==> src/rtl/led_pattern_pkg.sv <==
// Shared encodings for the LED pattern generator: step modes and bounce direction.
package led_pattern_pkg;

  typedef enum logic [1:0] {
    MODE_ROL    = 2'd0,
    MODE_ROR    = 2'd1,
    MODE_BOUNCE = 2'd2,
    MODE_HOLD   = 2'd3
  } mode_e;

  typedef enum logic {
    DIR_L = 1'b0,
    DIR_R = 1'b1
  } dir_e;

endpackage

==> src/rtl/step_prescaler.sv <==
// Free-running prescale counter that emits a registered one-cycle step pulse
// every div+1 enabled cycles; clr restarts the period and cancels a pending step.
module step_prescaler #(
  parameter int CNT_W = 24
) (
  input  logic             clk,
  input  logic             rstn,
  input  logic             en,
  input  logic             clr,
  input  logic [CNT_W-1:0] div,
  output logic [CNT_W-1:0] count,
  output logic             step
);

  logic [CNT_W-1:0] count_q, count_d;
  logic             step_q, step_d;

  // Equality against the live div: a count already past div simply keeps
  // counting and wraps through zero instead of matching early.
  always_comb begin
    count_d = count_q;
    step_d  = 1'b0;
    if (clr) begin
      count_d = '0;
    end else if (en) begin
      if (count_q == div) begin
        count_d = '0;
        step_d  = 1'b1;
      end else begin
        count_d = count_q + CNT_W'(1);
      end
    end
  end

  always_ff @(posedge clk) begin
    if (!rstn) begin
      count_q <= '0;
      step_q  <= 1'b0;
    end else begin
      count_q <= count_d;
      step_q  <= step_d;
    end
  end

  assign count = count_q;
  assign step  = step_q;

endmodule

==> src/rtl/led_pattern_gen.sv <==
// Active-low LED pattern generator: rotates or bounces a pattern register once
// per prescaler step, with a synchronous load that restarts the sequence.
module led_pattern_gen
  import led_pattern_pkg::*;
#(
  parameter int               LED_W = 8,
  parameter int               CNT_W = 24,
  parameter logic [LED_W-1:0] INIT  = {{(LED_W-1){1'b1}}, 1'b0}
) (
  input  logic             clk,
  input  logic             rstn,
  input  logic             en,
  input  logic [CNT_W-1:0] div,
  input  logic [1:0]       mode,
  input  logic             load,
  input  logic [LED_W-1:0] load_val,
  output logic [LED_W-1:0] led,
  output logic [CNT_W-1:0] gpio,
  output logic             step
);

  localparam int               POS_W   = (LED_W > 2) ? $clog2(LED_W) : 1;
  localparam logic [POS_W-1:0] POS_MAX = POS_W'(LED_W - 1);
  localparam logic [POS_W-1:0] POS_ONE = POS_W'(1);

  logic [LED_W-1:0] led_q, led_d;
  logic [POS_W-1:0] pos_q, pos_d;
  dir_e             dir_q, dir_d;
  logic             step_w;
  logic [CNT_W-1:0] count_w;

  function automatic logic [LED_W-1:0] rotl(input logic [LED_W-1:0] v);
    return {v[LED_W-2:0], v[LED_W-1]};
  endfunction

  function automatic logic [LED_W-1:0] rotr(input logic [LED_W-1:0] v);
    return {v[0], v[LED_W-1:1]};
  endfunction

  step_prescaler #(
    .CNT_W(CNT_W)
  ) u_prescaler (
    .clk  (clk),
    .rstn (rstn),
    .en   (en),
    .clr  (load),
    .div  (div),
    .count(count_w),
    .step (step_w)
  );

  // Load wins over a coincident step; otherwise the mode sampled on the
  // step-high cycle decides how the pattern moves on the closing edge.
  always_comb begin
    led_d = led_q;
    pos_d = pos_q;
    dir_d = dir_q;
    if (load) begin
      led_d = load_val;
      pos_d = '0;
      dir_d = DIR_L;
    end else if (en && step_w) begin
      case (mode_e'(mode))
        MODE_ROL: begin
          led_d = rotl(led_q);
          pos_d = (pos_q == POS_MAX) ? '0 : pos_q + POS_ONE;
        end
        MODE_ROR: begin
          led_d = rotr(led_q);
          pos_d = (pos_q == '0) ? POS_MAX : pos_q - POS_ONE;
        end
        MODE_BOUNCE: begin
          if (dir_q == DIR_L) begin
            if (pos_q == POS_MAX) begin
              dir_d = DIR_R;
              led_d = rotr(led_q);
              pos_d = pos_q - POS_ONE;
            end else begin
              led_d = rotl(led_q);
              pos_d = pos_q + POS_ONE;
            end
          end else begin
            if (pos_q == '0) begin
              dir_d = DIR_L;
              led_d = rotl(led_q);
              pos_d = POS_ONE;
            end else begin
              led_d = rotr(led_q);
              pos_d = pos_q - POS_ONE;
            end
          end
        end
        default: begin
          led_d = led_q;
        end
      endcase
    end
  end

  always_ff @(posedge clk) begin
    if (!rstn) begin
      led_q <= INIT;
      pos_q <= '0;
      dir_q <= DIR_L;
    end else begin
      led_q <= led_d;
      pos_q <= pos_d;
      dir_q <= dir_d;
    end
  end

  assign led  = led_q;
  assign gpio = count_w;
  assign step = step_w;

endmodule

==> config.mk <==
export PLATFORM = sky130hd
export DESIGN_NAME = led_pattern_gen
export DESIGN_NICKNAME = d
export VERILOG_FILES = /design/src/rtl/led_pattern_pkg.sv /design/src/rtl/step_prescaler.sv /design/src/rtl/led_pattern_gen.sv
export SDC_FILE = /design/constraint.sdc
export NUM_CORES = 1
export LEC_CHECK = 0
export CAP_MARGIN = 0
export CORE_MARGIN = 5
export CORE_UTILIZATION = 40
export CTS_BUF_LIST = sky130_fd_sc_hd__clkbuf_16
export DETAILED_ROUTE_END_ITERATION = 8
export PLACE_DENSITY = 0.71
export SYNTH_ARGS = -nofsm -noshare
export SYNTH_HDL_FRONTEND = slang
export SYNTH_SLANG_ARGS = --single-unit
==> constraint.sdc <==
create_clock -name clk -period 2.5 [get_ports clk]
set_input_delay 0.25 -clock clk [delete_from_list [all_inputs] [get_ports clk]]
set_output_delay 0.25 -clock clk [all_outputs]
set_load 0.02 [all_outputs]
==> impl_metrics.json, run 1 <==
{
  "status": "completed",
  "muxShareOfSynthArea_pct": 0.891,
  "yosysWarnings": 0,
  "end_kind": "flip-flop",
  "seq_area_frac_synth_pct": 33.0,
  "synth-simple-area-share_pct": 25.2,
  "drt-total-wl_mm": 6.28,
  "cts.clk_slew.worst_paths_ps": 60,
  "layout-drive-gt1-share_pct": 6.71,
  "ir_drop_mv": 0.305,
  "fmax_ghz": 0.459,
  "row_count": 27,
  "clock_skew_ps": 3.19,
  "synth-async-reset-ratio_pct": 0,
  "routedWlPerCell_um": 15.1,
  "hold_viol": 0,
  "syn_area_per_cell_um2": 8.32,
  "syn_inst": 270,
  "antenna_found_initial": 0,
  "slew_headroom_pct": 64.3,
  "synth_compound_area_share_pct": 13.6,
  "synth.net_count": 318,
  "worstHoldStart": "pos_q[1]$_SDFFE_PP0P_",
  "crit_type": "input pin to flip-flop",
  "hold_buffers": 0,
  "diodes": 0,
  "dr.pass1.iters": 4,
  "critical_path_required_ps": 2660,
  "critPathSlowestCell": "clkdlybuf4s50_1",
  "hp-class": "flip-flop to flip-flop",
  "root_buffer": "clkbuf_16",
  "post-dp-hpwl_mm": 4.74,
  "seqPwrFrac_pct": 43.8,
  "powerDensity_nw_per_um2": 439,
  "first_iter_violations": 165,
  "placed_area_um2": 3040,
  "h-tree-depth": 2,
  "period_share_pct": 87.2,
  "synth_edf_count": 0,
  "leakagePower_nw": 1.15,
  "grt_use_total_pct": 17.0,
  "clock_latency_ps": 270,
  "clk_path_buf_depth": 2,
  "worstSetupStartpoint": "mode[1]",
  "drc": 0,
  "via_per_inst": 5.31,
  "postRouteAntennaNets": 0,
  "synth-seq-cells": 37,
  "max_slew.worst_pin.slew_ps": 531,
  "crit_chain": "clkdlybuf4s50_1, inv_1, ha_1, nand2_1, o31ai_1, a221oi_1, o311ai_0",
  "netlist_area_um2": 2250,
  "switchingPower_uw": 327,
  "clkPwrFrac_pct": 42.4,
  "ys.flop_type": "dfxtp_1",
  "arrival_ps": 2350,
  "cp-start-kind": "input pin",
  "grt_max_degree": 19,
  "rr_startpoint": "pos_q[0]$_SDFFE_PP0P_",
  "gp_congestion": 0.818,
  "cts_tree": "yes",
  "final-setup-viol-count": 0,
  "cts_setup_buffers": 0,
  "grt_pass1_vias": 2089,
  "areaGrowthSynthToFinish_pct": 41.6,
  "drv_slew": 0,
  "dieArea_um2": 7210,
  "max_stage_delay_ps": 510,
  "p_int_mw": 1.07,
  "synth_top_family_by_area": "simple AND/OR/NAND/NOR gates",
  "sw_frac_of_total_pct": 23.5,
  "numCtsBuffers": 5,
  "placement.io_buffers": 70,
  "die_w_um": 84.9,
  "tns_ps": 0,
  "grt_overflow": 0,
  "layout.nets": 390,
  "rsz0062_at_grt": "false",
  "stdcell_area_um2": 3180,
  "start_util_pct": 41.0,
  "clkSinkCount": 37,
  "num_vias": 2202,
  "io_pins": 71,
  "power_frac_comb_pct": 13.9,
  "period_needed_ps": 2180,
  "cap_violations": 0,
  "critPathMaxFanout": 11,
  "grt_pass1_wl_mm": 10.1,
  "ctsResizeCount": 0,
  "dieHeight_um": 84.9,
  "synth_xor_area_share_pct": 17.9,
  "ys_types": 37,
  "coreArea_um2": 5470,
  "synthAdderAreaFrac_pct": 5.57
}
-- registers in the layout (all words and copies together), names as in the netlist --
name,flops
u_prescaler.step,1
dir_q,1
led,8
pos_q,3
u_prescaler.count,24
-- power by group through the flow --
stage / combinational [mW] / sequential, mW / clock [mW]
after detailed placement: 0.192 / 0.623 / 0
final: 0.194 / 0.611 / 0.591
after floorplan: 0.0724 / 0.634 / 0
after CTS: 0.194 / 0.610 / 0.597
after global routing: 0.209 / 0.612 / 0.634
after global placement: 0.189 / 0.624 / 0
-- synthesized netlist by cell type (all sizes together) (2+ instances only) --
master / number / area share [%]
and4: 2 / 0.78
a211oi: 4 / 1.3
or3: 2 / 0.56
mux2i: 2 / 0.89
a21oi: 9 / 2.0
clkbuf: 10 / 1.8
xor2: 16 / 6.2
nor4: 2 / 1.2
inv: 8 / 1.3
nor3: 3 / 0.67
or2: 3 / 0.84
nand3: 9 / 2.2
o21ai: 7 / 1.6
dfxtp: 37 / 33
and3: 4 / 1.1
xnor2: 30 / 12
nor2: 42 / 7.0
o31ai: 2 / 0.89
nand4: 17 / 5.4
o311ai: 8 / 3.1
nand2: 24 / 4.0
buf: 3 / 0.67
ha: 10 / 5.6
nand2b: 2 / 0.56
a221oi: 7 / 2.7
-- logic make-up after synthesis --
logic type	after synthesis
buf+inv	21
xor+xnor	46
fa+ha+maj	10
flops	37
simple gates	112
compound gates	42
mux	2
-- per-layer routing --
layer / GRT usage, % / vias up / wire (µm)
li1: - / 1096 / -
met1: 23.4 / 1044 / 2930
met2: 27.5 / 60 / 2920
met3: 3.50 / 2 / 394
met4: 3.60 / 0 / 36
met5: 0 / - / 0
-- area by class of cell --
type	count	area [µm²]
inverters	8	30.0
fillers	541	2290
clock buffers	5	125
flip-flops and latches	37	741
repair buffers	78	761
clock inverters	3	13.8
well taps	72	90.1
multi-input cells	212	1420
-- critical path, delay by kind of cell --
family | cells | cell delay (ps)
AOI/OAI and AO/OA | 3 | 910
buffers and inverters | 2 | 590
adders and majority gates | 1 | 460
and+or+nand+nor | 1 | 140
-- worst paths after layout --
kind / endpoint / slack [ps] / depth (start not counted)
worst max-delay path: led[1]$_SDFFE_PN1P_ / 320 / 7
worst min-delay path: pos_q[1]$_SDFFE_PP0P_ / 490 / 2
worst max register to register: led[2]$_SDFFE_PN1P_ / 520 / 7
worst min register to register: pos_q[1]$_SDFFE_PP0P_ / 490 / 2
-- stage by stage --
| step | power (mW) | hold slack [ps] | worst slack (ps) | util, % | instances |
|---|---|---|---|---|---|
| after floorplan | 0.706 | 341 | 597 | - | 270 |
| after global placement | 0.813 | 474 | 188 | 55.6 | 407 |
| after detailed placement | 0.815 | 485 | 99.1 | 55.6 | 407 |
| after CTS | 1.40 | 492 | 360 | 58.1 | 415 |
| after global routing | 1.46 | 513 | 158 | 58.1 | 415 |
| final | 1.40 | 485 | 319 | 58.1 | 415 |
-- cells in the final DEF (no fill, tap or decap), types with 3 or more instances in the layout --
| master | synthesis | final |
|---|---|---|
| a21oi_1 | 9 | 9 |
| nand2_1 | 24 | 24 |
| ha_1 | 10 | 10 |
| o311ai_0 | 8 | 8 |
| clkbuf_16 | 0 | 5 |
| nor2_1 | 42 | 42 |
| nand3_1 | 8 | 8 |
| a211oi_1 | 4 | 4 |
| nand4_1 | 16 | 16 |
| o21ai_0 | 7 | 7 |
| xor2_1 | 16 | 16 |
| and3_1 | 4 | 4 |
| inv_1 | 8 | 9 |
| a221oi_1 | 7 | 7 |
| or2_2 | 3 | 3 |
| dfxtp_1 | 37 | 37 |
| buf_4 | 0 | 8 |
| clkdlybuf4s50_1 | 0 | 70 |
| nor3_1 | 3 | 3 |
| xnor2_1 | 30 | 30 |
Power figures use the tool's default switching activity.
==> inputs of run 2 (changes only) <==
--- a/config.mk
+++ b/config.mk
@@ -5,12 +5,16 @@
 export SDC_FILE = /design/constraint.sdc
 export NUM_CORES = 1
 export LEC_CHECK = 0
+export ABC_CLOCK_PERIOD_IN_PS = 2500
 export CAP_MARGIN = 0
+export CELL_PAD_IN_SITES_DETAIL_PLACEMENT = 0
+export CELL_PAD_IN_SITES_GLOBAL_PLACEMENT = 1
 export CORE_MARGIN = 5
-export CORE_UTILIZATION = 40
+export CORE_UTILIZATION = 34
 export CTS_BUF_LIST = sky130_fd_sc_hd__clkbuf_16
 export DETAILED_ROUTE_END_ITERATION = 8
-export PLACE_DENSITY = 0.71
+export GPL_TIMING_DRIVEN = 1
+export PLACE_DENSITY_LB_ADDON = 0.1
 export SYNTH_ARGS = -nofsm -noshare
 export SYNTH_HDL_FRONTEND = slang
 export SYNTH_SLANG_ARGS = --single-unit
==> impl_metrics.json, run 2 (same netlist as run 1, synthesis figures left out) <==
{
  "row_count": 29,
  "powerDensity_nw_per_um2": 437,
  "max_slew.worst_pin.slew_ps": 510,
  "drt-total-wl_mm": 6.23,
  "cts_tree": "yes",
  "cap_violations": 0,
  "diodes": 0,
  "arrival_ps": 2160,
  "routedWlPerCell_um": 14.8,
  "gp_congestion": 0.790,
  "hold_buffers": 0,
  "placement.io_buffers": 70,
  "slew_headroom_pct": 65.7,
  "critPathMaxFanout": 3,
  "status": "completed",
  "postRouteAntennaNets": 0,
  "layout_commonest_cell": "clkdlybuf4s50_1",
  "via_per_inst": 5.16,
  "grt_pass1_wl_mm": 10.3,
  "cp-start-kind": "input pin",
  "start_util_pct": 35.2,
  "antenna_found_initial": 0,
  "period_share_pct": 79.6,
  "worstHoldStart": "pos_q[1]$_SDFFE_PP0P_",
  "cts_setup_buffers": 0,
  "grt_overflow": 0,
  "tns_ps": 0,
  "drv_slew": 0,
  "drc": 0,
  "numCtsBuffers": 5,
  "hp-class": "flip-flop to flip-flop",
  "grt_use_total_pct": 14.8,
  "crit_type": "input pin to flip-flop",
  "final_cell_mix": "clkdlybuf4s50_1, nor2_1, dfxtp_1",
  "die_w_um": 91.3,
  "hold_viol": 0,
  "cts.clk_slew.worst_paths_ps": 50,
  "post-route-util_pct": 50.1,
  "grt_max_degree": 25,
  "rr_startpoint": "pos_q[0]$_SDFFE_PP0P_",
  "layout.nets": 391,
  "end_kind": "flip-flop",
  "layout-drive-gt1-share_pct": 6.41,
  "critical_path_required_ps": 2670,
  "ir_drop_mv": 0.208,
  "rsz0062_at_grt": "false",
  "power_mw": 1.40,
  "areaGrowthSynthToFinish_pct": 42.5,
  "first_iter_violations": 83,
  "ctsResizeCount": 0,
  "final-setup-viol-count": 0,
  "dieArea_um2": 8330,
  "period_needed_ps": 1990,
  "critPathSlowestCell": "clkdlybuf4s50_1",
  "clk_path_buf_depth": 2,
  "h-tree-depth": 2,
  "root_buffer": "clkbuf_16",
  "crit_chain": "clkdlybuf4s50_1, inv_1, ha_1, nand2_1, o31ai_1, a221oi_1, o311ai_0",
  "leakagePower_nw": 1.15,
  "dr.pass1.iters": 4,
  "num_vias": 2169,
  "grt_pass1_vias": 2119,
  "clkSinkCount": 37,
  "largest_reg_flops": 24,
  "dieHeight_um": 91.3,
  "coreArea_um2": 6390,
  "post-dp-hpwl_mm": 4.78,
  "io_pins": 71,
  "fmax_ghz": 0.503,
  "worstSetupStartpoint": "mode[0]",
  "clock_latency_ps": 280,
  "clock_skew_ps": 3.05,
  "max_stage_delay_ps": 510
}
==> run 2: cell types whose count changed in the layout (fill, tap and decap cells not counted) <==
cell and delta:
clkinv_1 +1, buf_12 +1, clkinv_2 -2
==> run 2: metrics by stage <==
step	cell area, µm²	hold WS [ps]	setup slack, ps	std cells
after floorplan	2250	341	597	270
after global placement	3070	478	276	413
after detailed placement	3070	489	247	413
after CTS	3200	496	530	420
after global routing	3200	516	283	420
final	3200	501	510	420
==> run 2: worst paths after layout <==
kind                                               to  slack, ps  cells after the start
worst max-delay path              led[1]$_SDFFE_PN1P_        510                      7
worst min-delay path            pos_q[1]$_SDFFE_PP0P_        500                      2
worst max register to register    led[1]$_SDFFE_PN1P_        520                      6
worst min register to register  pos_q[1]$_SDFFE_PP0P_        500                      2
==> run 2: metal layers <==
layer | track usage (%) | up-vias | wire (µm)
met5 | 0 | - | 0
met4 | 3.67 | 0 | 27
met3 | 2.64 | 4 | 294
met2 | 22.3 | 54 | 2790
met1 | 21.8 | 1016 | 3120
li1 | - | 1095 | -
==> run 2: worst max-delay path, delay by kind of cell <==
kind	cells	cell delay [ps]
AOI/OAI and AO/OA	3	940
buffers and inverters	2	580
adders and majority gates	1	310
and+or+nand+nor	1	80
==> run 2: power by group <==
group	internal, mW	switching (mW)	leakage [nW]
registers	0.600	0.0107	0.300
clock network	0.357	0.234	0.0685
logic	0.111	0.0867	0.784
==> run 2: area by class of cell <==
| cell class | count | area (µm²) |
|---|---|---|
| clock buffers | 5 | 125 |
| clock inverters | 2 | 7.51 |
| fillers | 638 | 3190 |
| inverters | 8 | 30.0 |
| multi-input cells | 212 | 1420 |
| flip-flops and latches | 37 | 741 |
| well taps | 77 | 96.3 |
| repair buffers | 79 | 781 |
